### src/rtl/muldiv_unit.sv
// Iterative MULT/MULTU/DIV/DIVU unit owning the architectural HI/LO pair.
// Radix-2 shift-add multiply and restoring divide on magnitudes, sign-fixed in a final cycle.
module muldiv_unit #(
  parameter int WIDTH = 32
) (
  input  logic             clk,
  input  logic             reset,
  input  logic             start,
  input  logic [1:0]       op,
  input  logic [WIDTH-1:0] rs_data,
  input  logic [WIDTH-1:0] rt_data,
  input  logic             mthi,
  input  logic             mtlo,
  input  logic [WIDTH-1:0] mt_data,
  output logic             busy,
  output logic             done,
  output logic [WIDTH-1:0] hi,
  output logic [WIDTH-1:0] lo
);

  localparam int CW = $clog2(WIDTH);
  localparam logic [CW-1:0] LAST_COUNT = CW'(WIDTH - 1);

  typedef enum logic [1:0] {
    S_IDLE,
    S_CALC,
    S_FIX
  } state_t;

  state_t r_state;
  state_t w_next;
  logic   w_busy;

  logic [CW-1:0]      r_count;
  logic               r_isDiv;
  logic               r_signA;
  logic               r_signB;
  logic               r_divZero;
  logic [WIDTH-1:0]   r_b;
  logic [2*WIDTH-1:0] r_acc;
  logic [WIDTH-1:0]   r_hi;
  logic [WIDTH-1:0]   r_lo;
  logic               r_done;

  // Operand magnitudes; the magnitude of the most negative value stays as unsigned 2^(WIDTH-1).
  logic             w_signedOp;
  logic             w_rsNeg;
  logic             w_rtNeg;
  logic [WIDTH-1:0] w_rsAbs;
  logic [WIDTH-1:0] w_rtAbs;

  assign w_signedOp = ~op[0];
  assign w_rsNeg    = w_signedOp & rs_data[WIDTH-1];
  assign w_rtNeg    = w_signedOp & rt_data[WIDTH-1];
  assign w_rsAbs    = w_rsNeg ? -rs_data : rs_data;
  assign w_rtAbs    = w_rtNeg ? -rt_data : rt_data;

  logic [WIDTH:0]     w_mulSum;
  logic [2*WIDTH-1:0] w_mulStep;
  logic [WIDTH:0]     w_divUpper;
  logic [WIDTH:0]     w_trial;
  logic               w_divOk;
  logic [2*WIDTH-1:0] w_divStep;

  assign w_mulSum  = {1'b0, r_acc[2*WIDTH-1:WIDTH]} + (r_acc[0] ? {1'b0, r_b} : {(WIDTH+1){1'b0}});
  assign w_mulStep = {w_mulSum, r_acc[WIDTH-1:1]};

  // The partial remainder stays below the divisor, so the shifted value fits in WIDTH+1 bits.
  assign w_divUpper = r_acc[2*WIDTH-1:WIDTH-1];
  assign w_trial    = w_divUpper - {1'b0, r_b};
  assign w_divOk    = ~w_trial[WIDTH];
  assign w_divStep  = {(w_divOk ? w_trial[WIDTH-1:0] : w_divUpper[WIDTH-1:0]),
                       r_acc[WIDTH-2:0], w_divOk};

  logic [2*WIDTH-1:0] w_prod;
  logic [WIDTH-1:0]   w_quot;
  logic [WIDTH-1:0]   w_rem;

  assign w_prod = (r_signA ^ r_signB) ? -r_acc : r_acc;
  assign w_quot = (r_signA ^ r_signB) ? -r_acc[WIDTH-1:0] : r_acc[WIDTH-1:0];
  assign w_rem  = r_signA ? -r_acc[2*WIDTH-1:WIDTH] : r_acc[2*WIDTH-1:WIDTH];

  always_ff @(posedge clk or negedge reset) begin
    if (!reset) r_state <= S_IDLE;
    else        r_state <= w_next;
  end

  always_comb begin
    w_next = r_state;
    w_busy = 1'b1;
    case (r_state)
      S_IDLE: begin
        w_busy = 1'b0;
        if (start) w_next = S_CALC;
      end
      S_CALC: if (r_count == LAST_COUNT) w_next = S_FIX;
      S_FIX:  w_next = S_IDLE;
      default: begin
        w_next = S_IDLE;
        w_busy = 1'b0;
      end
    endcase
  end

  always_ff @(posedge clk or negedge reset) begin
    if (!reset) begin
      r_count   <= '0;
      r_isDiv   <= 1'b0;
      r_signA   <= 1'b0;
      r_signB   <= 1'b0;
      r_divZero <= 1'b0;
      r_b       <= '0;
      r_acc     <= '0;
      r_hi      <= '0;
      r_lo      <= '0;
      r_done    <= 1'b0;
    end else begin
      r_done <= 1'b0;
      case (r_state)
        S_IDLE: begin
          // A start takes priority and drops any simultaneous move-to write.
          if (start) begin
            r_isDiv   <= op[1];
            r_signA   <= w_rsNeg;
            r_signB   <= w_rtNeg;
            r_divZero <= (rt_data == '0);
            r_b       <= op[1] ? w_rtAbs : w_rsAbs;
            r_acc     <= {{WIDTH{1'b0}}, (op[1] ? w_rsAbs : w_rtAbs)};
            r_count   <= '0;
          end else begin
            if (mthi) r_hi <= mt_data;
            if (mtlo) r_lo <= mt_data;
          end
        end
        S_CALC: begin
          r_acc   <= r_isDiv ? w_divStep : w_mulStep;
          r_count <= r_count + 1'b1;
        end
        S_FIX: begin
          if (r_isDiv) begin
            r_hi <= w_rem;
            r_lo <= r_divZero ? {WIDTH{1'b1}} : w_quot;
          end else begin
            {r_hi, r_lo} <= w_prod;
          end
          r_done <= 1'b1;
        end
        default: ;
      endcase
    end
  end

  assign busy = w_busy;
  assign done = r_done;
  assign hi   = r_hi;
  assign lo   = r_lo;

endmodule

### config.mk
export PLATFORM = sky130hd
export DESIGN_NAME = muldiv_unit
export DESIGN_NICKNAME = d
export VERILOG_FILES = /design/src/rtl/muldiv_unit.sv
export SDC_FILE = /design/constraint.sdc
export NUM_CORES = 1
export LEC_CHECK = 0
export CORE_UTILIZATION = 55
export CTS_BUF_LIST = sky130_fd_sc_hd__clkbuf_8 sky130_fd_sc_hd__clkbuf_16
export CTS_CLUSTER_SIZE = 14
export DETAILED_ROUTE_END_ITERATION = 10
export PLACE_DENSITY = 0.85
export RECOVER_POWER = 25
export REMOVE_ABC_BUFFERS = 1
export SYNTH_ARGS = -nofsm -noshare
export SYNTH_HDL_FRONTEND = slang
export SYNTH_SLANG_ARGS = --single-unit
export TNS_END_PERCENT = 10
### constraint.sdc
create_clock -name clk -period 4 [get_ports clk]
set_clock_uncertainty 0.05 [all_clocks]
set_input_delay 0.8 -clock clk [delete_from_list [all_inputs] [get_ports clk]]
set_output_delay 0.8 -clock clk [all_outputs]
set_load 0.005 [all_outputs]
==> results.md <==
- Distinct cells, synth: 75
- CTS tree: yes
- Layout area overhead: 19.0%
- Initial core utilization: 56.0%
- CP max FO: 8
- Yosys reg bits: about 170
- DRC viols: 0
- Number of post-CTS setup repair buffers: 0
- Ys async rst share: 100%
- Pre-antenna DRT Iters: 6
- Initial antenna violation count: 0
- Fmax: 263 MHz
- RSZ-0062 raised after global routing: no
- Leak: 0.00750 µW
- Least-Margin Pin Slew: 1.72 ns
- Setup WS post-layout: 0.203 ns
- Final period utilization: 94.9%
- Min-delay src: lo[23]$_DFFE_PN0P_
- Slew Viols, Final: 64
- Grt total ovfl: 0
- Die Width: 167 µm
- Chip height: 167 µm
- Maxcap violations: 1
- Post-synth EDFFs: 0
- CTS Sinks: 172
- Comb power frac: 66.2%
- RePlAce Congestion: ~1.0
- Failing checks: max-capacitance violations, max-slew violations
- Fin. Hold Viols: 0
- Design Power: 15200 µW
- DRT iter0 DRCs: 1695
- # hold bufs at CTS: 0
- Setup crit start kind: flop
- Row count: 60
- Part of the power in registers: between 20% and 30%
- Worst slack, placed: between 0.09 and 0.1 ns
- Worst r2r src: r_acc[33]$_DFFE_PN0P_
- Final Non-Filler Cells: 2430
- Sw Pwr: about 7600 µW
- Critical Path RT: 4.28 ns
- Cells after Synth: 1942
- Core area: 26900 µm²
- Top_reg_cell synth: dfrtp_1
- Clk Tree Root Cell: clkbuf_16
- Total GRT Usage: a little under two fifths
- DR vias: about 16000
- DR vias/cell: 6.53
- Clock tree buffer depth: 2
- First-pass GRT wire length: 81700 µm
- CP Cell Sequence: inv_1 -> fa_1 -> nor2b_1 -> o2111ai_1 -> and3_1 -> or4_1 -> a21oi_1 -> or4_1 -> nor2b_1 -> nand3_1 -> a221oi_1
- Int Power: about 7600 µW
- Sw Ratio: 49.8%
- Min Tclk post-route: approximately 3.8 ns
- Clock slew at reported path FFs: 0.08 ns
- Clock Latency Late Sink: 0.45 ns
- PwrDens: 847 nW/µm²
- VDD IR-drop max: between 0.0004 and 0.0005 V
- Final net count: 2254
- Average size of a mapped cell: approximately 7.8 µm²
- Layout cell share with drive strength beyond 1: approximately 7.6%
- Post-route ant nets: 0
- Die ar.: around 28000 µm²
- Delay of the slowest critical-path stage: 0.64 ns
- YS warnings: 0
- PostCTS Resize Cnt: 0
- Sequential share of the synthesized area: 28.6%
- Largest net degree at the start of global routing: around 110
- Cts bufs inserted: 17
- Post-DR wirelength/cell: 21.4 µm
- Mapped Area: around 15000 µm²
- Slew headroom: -14.7%
- Diode count: 0
- Hold Path Class: flop to flop
- # setup viols final: 0
- CTS H-tree depth: 4
- Crit. End Element: flop
- Vias in the first global route: 15100
- CP Data Arrival Time: 4.08 ns
- Drt total wl: 51900 µm
- I/O pin count: approximately 170
- Critical path startpoint: r_acc[33]$_DFFE_PN0P_
- Part of the power in the clock network: 11.3%
- IO buf count: 168
- Post-DP HPWL: 39500 µm
- Fillcell total: 2220
- Critical path class: flop to flop
- Cell total after placement: 2398
- CP max stage cell: or4_1
- Status: finished, violations left
==> cell usage after synthesis, types with 7 or more instances <==
master / count / area share (%)
nor3b_1: 15 / 0.75
xnor2_1: 97 / 5.6
a22oi_1: 17 / 0.85
a21o_1: 27 / 1.3
nand2_1: 197 / 4.9
o21bai_1: 7 / 0.35
o221ai_1: 13 / 0.76
o21ai_0: 179 / 5.9
and3_1: 7 / 0.29
and2_1: 7 / 0.29
mux2i_1: 49 / 3.3
a211oi_1: 41 / 2.0
dfrtp_1: 172 / 29
nor2b_1: 18 / 0.75
or3_1: 12 / 0.50
o21a_1: 15 / 0.75
nand2b_1: 9 / 0.37
or4_1: 11 / 0.55
nor2_1: 197 / 4.9
o21ai_1: 33 / 1.1
o22ai_1: 31 / 1.3
ha_1: 73 / 6.1
mux2_2: 24 / 1.8
a21oi_1: 197 / 6.5
buf_1: 15 / 0.37
xor2_1: 77 / 4.5
a31oi_1: 15 / 0.62
clkbuf_1: 103 / 2.6
inv_1: 62 / 1.5
o211ai_1: 14 / 0.70
nor4_1: 22 / 0.91
o31ai_1: 19 / 0.95
nand4_1: 15 / 0.62
nand3_1: 24 / 0.80
nor3_1: 39 / 1.3
==> critical path, delay by kind of cell (launching register included) <==
| kind | cells | cell delay [ns] |
|---|---|---|
| and+or+nand+nor | 6 | 1.61 |
| AOI/OAI and AO/OA | 3 | 0.79 |
| DFF | 1 | 0.53 |
| adders and majority gates | 1 | 0.50 |
| buffers and inverters | 1 | 0.20 |
==> per-stage QoR <==
step                      utilization [%]  TNS (ns)  hold slack [ns]  instance area [µm²]
after floorplan                         -    -37.83            0.400                14600
after global placement               64.5         0            0.409                17300
after detailed placement             64.5         0            0.419                17300
after CTS                            66.7         0            0.302                17900
after global routing                 66.7         0            0.451                17900
final                                66.7         0            0.432                17900
==> power groups by stage <==
stage	sequential [µW]	combinational [µW]	clock, µW
after floorplan	3290	6360	0
after global placement	3370	9590	0
after detailed placement	3400	9770	0
after CTS	3380	9860	1710
after global routing	3490	10900	1770
final	3420	10000	1710
==> routing by layer <==
| metal | wire [µm] | global-route usage [%] | vias to the layer above |
|---|---|---|---|
| met5 | 0 | 0 | - |
| met3 | 4600 | 5.89 | 148 |
| li1 | - | - | 7283 |
| met2 | 23800 | 59.5 | 906 |
| met1 | 20800 | 47.6 | 7531 |
| met4 | 2740 | 20.3 | 0 |
==> cells by family after synthesis <==
family                   share of synthesized area, %
AO/OA/AOI/OAI                                    26.3
XOR/XNOR                                         10.1
adder cells (fa/ha/maj)                          6.33
buffers and inverters                            4.68
flip-flops                                       28.6
multiplexers                                     5.05
AND/OR/NAND/NOR                                  18.9
==> path summary, 6_finish.rpt <==
kind                                    endpoint  slack, ns  depth (start not counted)
hold reg to reg               lo[23]$_DFFE_PN0P_       0.43                          2
max in group asynchronous  r_acc[53]$_DFFE_PN0P_       1.86                          2
min in group asynchronous      hi[8]$_DFFE_PN0P_       0.74                          1
hold / removal                lo[23]$_DFFE_PN0P_       0.43                          2
setup / recovery           r_acc[63]$_DFFE_PN0P_       0.20                         11
setup reg to reg           r_acc[63]$_DFFE_PN0P_       0.20                         11
==> sequential cells by signal, indices dropped and copies added (netlist names) <==
register and flops:
r_state 2, done 1, r_b 32, lo 32, r_signA 1, r_acc 64
r_divZero 1, hi 32, r_isDiv 1, r_signB 1, r_count 5
==> cell usage in the layout (no fill, tap or decap), drive strengths merged, types with 8 or more instances in the layout <==
cell type | synthesis | final
a31oi | 15 | 15
o22ai | 31 | 31
a22oi | 17 | 17
dfrtp | 172 | 172
o21a | 15 | 15
xor2 | 77 | 77
clkbuf | 103 | 18
nor3 | 41 | 41
nand4 | 15 | 15
nor2b | 18 | 18
xnor2 | 97 | 97
nand2b | 10 | 10
mux2i | 49 | 49
inv | 63 | 70
nor3b | 16 | 16
nand2 | 198 | 198
ha | 73 | 73
or3 | 13 | 13
o41ai | 8 | 8
o31ai | 19 | 19
clkdlybuf4s50 | 0 | 166
nor2 | 197 | 197
a21oi | 197 | 197
o221ai | 13 | 13
o211ai | 14 | 14
a211oi | 42 | 42
buf | 19 | 70
o21ai | 213 | 213
mux2 | 24 | 24
or4 | 13 | 13
clkinv | 0 | 8
nand3 | 24 | 24
nor4 | 23 | 23
a21o | 27 | 27
==> final cells by class <==
type                            instances  area (µm²)  share of cell area (%)
Clock buffer                           17         425                    2.37
Clock inverter                         15         176                   0.984
Inverter                               63         236                    1.32
Multi-Input combinational cell       1585       10100                    56.4
Sequential cell                       172        4310                    24.0
Tap cell                              341         427                    2.38
Timing Repair Buffer                  237        2240                    12.5
No activity file was read; power rests on OpenSTA's default activity.
